$ cat config.mk
export PLATFORM = sky130hd
export DESIGN_NAME = decoder_scan_n_flat
export DESIGN_NICKNAME = d
export VERILOG_FILES = /design/src/rtl/decoder_scan_n_if.sv /design/src/rtl/decoder_scan_n.sv /design/src/flat_wrapper.sv
export SDC_FILE = /design/constraint.sdc
export NUM_CORES = 1
export LEC_CHECK = 0
export BUFFER_PORTS_ARGS = -buffer_cell sky130_fd_sc_hd__buf_2
export CORE_ASPECT_RATIO = 1.2
export CORE_MARGIN = 3
export CORE_UTILIZATION = 55
export CTS_CLUSTER_SIZE = 25
export DETAILED_ROUTE_END_ITERATION = 8
export MAX_ROUTING_LAYER = met4
export PLACE_DENSITY = 0.89
export RECOVER_POWER = 50
export SYNTH_ARGS = -nofsm -noshare
export SYNTH_HDL_FRONTEND = slang
export SYNTH_SLANG_ARGS = --single-unit
$ cat constraint.sdc
create_clock -name clk_in -period 2.4 [get_ports clk_in]
set_input_delay 0.48 -clock clk_in [delete_from_list [all_inputs] [get_ports clk_in]]
set_output_delay 0.48 -clock clk_in [all_outputs]
set_load 0.01 [all_outputs]
$ cat src/rtl/decoder_scan_n_if.sv
// decoder_scan_n_if: control inputs and registered decode outputs of decoder_scan_n
interface decoder_scan_n_if #(parameter int SEL_W = 2) ();
   localparam int OUT_W = 2 ** SEL_W;
   logic             en_in;
   logic             mode_in;
   logic             load_in;
   logic [SEL_W-1:0] sel_in;
   logic [7:0]       dwell_in;
   logic [OUT_W-1:0] y_out;
   logic [SEL_W-1:0] idx_out;
   logic             valid_out;
   logic             wrap_out;
   modport master (
      output en_in, mode_in, load_in, sel_in, dwell_in,
      input  y_out, idx_out, valid_out, wrap_out
   );
   modport slave (
      input  en_in, mode_in, load_in, sel_in, dwell_in,
      output y_out, idx_out, valid_out, wrap_out
   );
endinterface

$ cat src/rtl/decoder_scan_n.sv
// decoder_scan_n: registered one-hot/one-cold decoder with direct-load and auto-scan modes
module decoder_scan_n #(
   parameter int SEL_W      = 2,
   parameter bit ACTIVE_LOW = 1'b0
) (
   input logic            clk_in,
   input logic            rst_in,
   decoder_scan_n_if.slave bus
);
   localparam int OUT_W = 2 ** SEL_W;
   localparam logic [OUT_W-1:0] OFF = ACTIVE_LOW ? {OUT_W{1'b1}} : {OUT_W{1'b0}};
   typedef enum logic [1:0] {IDLE, DIRECT, SCAN} state_t;
   state_t           state, state_nx;
   logic [OUT_W-1:0] y, y_nx;
   logic [SEL_W-1:0] idx, idx_nx, idx_inc;
   logic             valid, valid_nx, wrap, wrap_nx;
   logic [7:0]       cnt, cnt_nx;
   function automatic logic [OUT_W-1:0] decode(input logic [SEL_W-1:0] i);
      return OFF ^ (OUT_W'(1) << i);
   endfunction
   assign idx_inc = idx + 1'b1;
   // next-state and next-output selection; everything holds unless a rule changes it
   always_comb begin
      state_nx = state;
      y_nx     = y;
      idx_nx   = idx;
      valid_nx = valid;
      wrap_nx  = 1'b0;
      cnt_nx   = cnt;
      if (!bus.en_in) begin
         state_nx = IDLE;
         y_nx     = OFF;
         valid_nx = 1'b0;
         cnt_nx   = '0;
      end else if (!bus.mode_in) begin
         state_nx = DIRECT;
         cnt_nx   = '0;
         if (bus.load_in) begin
            y_nx     = decode(bus.sel_in);
            idx_nx   = bus.sel_in;
            valid_nx = 1'b1;
         end
      end else if (state != SCAN) begin
         state_nx = SCAN;
         y_nx     = decode('0);
         idx_nx   = '0;
         valid_nx = 1'b1;
         cnt_nx   = bus.dwell_in;
      end else if (cnt == 8'd0) begin
         idx_nx  = idx_inc;
         y_nx    = decode(idx_inc);
         cnt_nx  = bus.dwell_in;
         wrap_nx = (idx_inc == '0);
      end else begin
         cnt_nx = cnt - 8'd1;
      end
   end
   // state and output registers, cleared asynchronously to the inactive pattern
   always_ff @(posedge clk_in or posedge rst_in) begin
      if (rst_in) begin
         state <= IDLE;
         y     <= OFF;
         idx   <= '0;
         valid <= 1'b0;
         wrap  <= 1'b0;
         cnt   <= '0;
      end else begin
         state <= state_nx;
         y     <= y_nx;
         idx   <= idx_nx;
         valid <= valid_nx;
         wrap  <= wrap_nx;
         cnt   <= cnt_nx;
      end
   end
   assign bus.y_out     = y;
   assign bus.idx_out   = idx;
   assign bus.valid_out = valid;
   assign bus.wrap_out  = wrap;
endmodule
$ cat src/flat_wrapper.sv
// flat-port wrapper written by rule: the top's interface ports become plain ports
module decoder_scan_n_flat 
#(
   parameter int SEL_W      = 2,
   parameter bit ACTIVE_LOW = 1'b0
)
  (clk_in, rst_in, bus_en_in, bus_mode_in, bus_load_in, bus_sel_in, bus_dwell_in, bus_y_out, bus_idx_out, bus_valid_out, bus_wrap_out);
  decoder_scan_n_if #(.SEL_W(SEL_W)) bus_i ();
  input logic clk_in;
  input logic rst_in;
  input wire logic [$bits(bus_i.en_in)-1:0] bus_en_in;
  input wire logic [$bits(bus_i.mode_in)-1:0] bus_mode_in;
  input wire logic [$bits(bus_i.load_in)-1:0] bus_load_in;
  input wire logic [$bits(bus_i.sel_in)-1:0] bus_sel_in;
  input wire logic [$bits(bus_i.dwell_in)-1:0] bus_dwell_in;
  output wire logic [$bits(bus_i.y_out)-1:0] bus_y_out;
  output wire logic [$bits(bus_i.idx_out)-1:0] bus_idx_out;
  output wire logic [$bits(bus_i.valid_out)-1:0] bus_valid_out;
  output wire logic [$bits(bus_i.wrap_out)-1:0] bus_wrap_out;
  assign bus_i.en_in = bus_en_in;
  assign bus_i.mode_in = bus_mode_in;
  assign bus_i.load_in = bus_load_in;
  assign bus_i.sel_in = bus_sel_in;
  assign bus_i.dwell_in = bus_dwell_in;
  assign bus_y_out = bus_i.y_out;
  assign bus_idx_out = bus_i.idx_out;
  assign bus_valid_out = bus_i.valid_out;
  assign bus_wrap_out = bus_i.wrap_out;
  decoder_scan_n #(.SEL_W(SEL_W), .ACTIVE_LOW(ACTIVE_LOW)) u_core (.clk_in(clk_in), .rst_in(rst_in), .bus(bus_i));
endmodule
==> results.txt <==
Depth of the CTS H-tree - 1
Clock Sink Count - 18
Core area - 1720 um2
Most frequent cells in the layout - buf_2, dfrtp_1, inv_1, nor2_1
R2R cell count - 5
Dpl cell area - 1170 um2
Slew @ Worst Pin - 0.843 ns
Postcts setup bufs - 0
Post-route cell area - 1200 um2
DPL Wire Length - 1.62 mm
Vias per std cell - 5.75
Initial drt markers - 15
Longest Clk Path Bufs - 2
Min-delay worst type - input pin to async pin
Yosys Warn Count - 0
Peak VDD IR - 411 uV
Hold-fix buffers at CTS - 0
Final worst slack - 0.637 ns
Total wire length - 2.07 mm
Switching pwr - 197 uW
Worst-path fanout max - 16
Netlist Area Pre-Place - 1050 um2
P_int - 479 uW
Initial Utilization - 0.610
CTS tree - yes
Filler instances - 133
RSZ-0062 raised after global routing - no
Internal reg-to-reg setup slack - 0.64 ns
Mapped Cells - 96
Mapped Nets - 117
Syn_area_per_cell - 10.9 um2
Netlist cell types - 33
Register Area - 450 um2
Critical path endpoint category - flip-flop
Post-DR wirelength/cell - 15.0 um
Site Rows - 16
Tmin final - 1.76 ns
First-pass GRT wire length - 3.39 mm
Total power - 676 uW
Final hold vios - 0
Final Wtd Congestion - 0.903
Number of global-route vias before repair - 803
Post-CTS resize count - 0
Reg-to-reg endpoint - u_core.cnt[2]
EDFF count, synth - 0
Synth Flop Type - dfrtp_1
Final core utilization - 0.695
Antenna cells - 0
Crit path required time - 2.61 ns
Fin crit share - 0.735
Clk Latency, worst-skew pair - 0.29 ns
CTS buffer count - 3
DIE AREA - 2470 um2
Status - finished, final reports clean
Gate power share - 0.225
Leakage power - 0.599 nW
Initial antenna violation count - 0
Synth Register Bits - 18
Ys async rst share - 1.00
All-layer global routing usage - 0.199
Switch share - 0.291
Final net count - 142
Synth-to-Final Area Change - 14.1%
Sequential share of the synthesized area - 0.429
Final setup violation count - 0
Seq pwr share - 0.501
Share of cells above drive strength 1 - 0.308
Clk pin slew, worst setup/hold paths - 0.10 ns
Crit Path Category - flip-flop to flip-flop
R2R Path Start - u_core.cnt[0]
Pins over their slew limit - 0
Vias post-DR - 793
Power Density - 564 nW/um2
Final ANT Viol Nets - 0
Largest net degree at the start of global routing - 19
Multi-input gate area - 543 um2
Setup WS pre-CTS - 0.636 ns
Die H - 53.9 um
Max Cap Violations - 0
DRT Pass-1 Iters - 4
Total global routing overflow - 0
CP startpoint kind - flip-flop
Most common cell after layout, fill and taps aside - buf_2
Remaining routing DRC violations - 0
Die width - 45.9 um
CTS root buf - clkbuf_4
Clock power share - 0.274
Port-buffer cells - 22
CP arrival - 1.97 ns
Setup TNS - 0 ns
Fmax - 567 MHz
Ports - 23
Setup Skew - 0.00253 ns
Slew margin rel. - 0.436
==> cells in the mapped netlist, types with 2 or more instances <==
master / number / share of area
o221ai_1: 2 / 0.017
nand2_1: 5 / 0.018
a211oi_2: 3 / 0.036
dfrtp_1: 18 / 0.43
a32o_1: 3 / 0.029
nand2b_1: 3 / 0.018
mux2_4: 3 / 0.043
nor2b_1: 2 / 0.012
o21ai_1: 3 / 0.014
xnor2_1: 3 / 0.025
o21a_1: 2 / 0.014
a21oi_1: 3 / 0.014
inv_1: 10 / 0.036
xor2_1: 2 / 0.017
nor2_1: 10 / 0.036
mux2i_1: 2 / 0.019
ha_1: 6 / 0.072
==> routing by layer <==
layer	up-vias	track usage	part of all wire
li1	386	-	-
met1	371	0.219	0.40
met2	30	0.344	0.53
met3	6	0.0301	0.049
met4	0	0.0900	0.024
met5	-	-	0
==> flip-flops by register name, summed over array words and instances (netlist names) <==
signal                cells
u_core.bus.wrap_out       1
u_core.bus.idx_out        2
u_core.bus.valid_out      1
u_core.bus.y_out          4
u_core.state              2
u_core.cnt                8
==> worst max-delay path, stage by stage (launching register included) <==
cell      delay, ns
dfrtp_1        0.36
inv_1          0.07
ha_1           0.24
a31oi_2        0.63
nor2_1         0.11
a311oi_2       0.25
==> how the worst max path moves through the flow <==
stage                        from                  end  cells after the start
floorplan           u_core.cnt[3]  u_core.bus.y_out[1]                      4
detailed placement  u_core.cnt[0]        u_core.cnt[2]                      5
CTS                 u_core.cnt[0]        u_core.cnt[2]                      5
finish              u_core.cnt[0]        u_core.cnt[2]                      5
global route        u_core.cnt[0]        u_core.cnt[2]                      5
global placement    u_core.cnt[0]        u_core.cnt[2]                      5
==> through the flow <==
step                      hold WS, ns  instances
after floorplan                 0.419         96
after global placement          0.468        134
after detailed placement        0.476        134
after CTS                       0.292        138
after global routing            0.316        138
final                           0.269        138
==> logic make-up after synthesis <==
| logic type | count (synthesis) | synth area share |
|---|---|---|
| AO/OA/AOI/OAI | 23 | 0.203 |
| adder cells (fa/ha/maj) | 6 | 0.0715 |
| multiplexers | 5 | 0.0620 |
| flip-flops | 18 | 0.429 |
| buffers and inverters | 12 | 0.0512 |
| AND/OR/NAND/NOR | 27 | 0.142 |
| XOR/XNOR | 5 | 0.0417 |
==> final cells by class <==
type	count	share of cell area
multi-input cells	66	0.454
flip-flops and latches	18	0.376
repair buffers	22	0.0899
inverters	10	0.0313
clock buffers	4	0.0303
well taps	18	0.0188
==> power by group through the flow <==
stage | sequential [mW] | clock, mW | combinational [mW]
finish | 0.339 | 0.185 | 0.152
global route | 0.341 | 0.200 | 0.171
global placement | 0.343 | 0 | 0.146
detailed placement | 0.345 | 0 | 0.153
CTS | 0.339 | 0.189 | 0.154
floorplan | 0.347 | 0 | 0.106
Note: power is estimated with default switching activity, not from simulation.
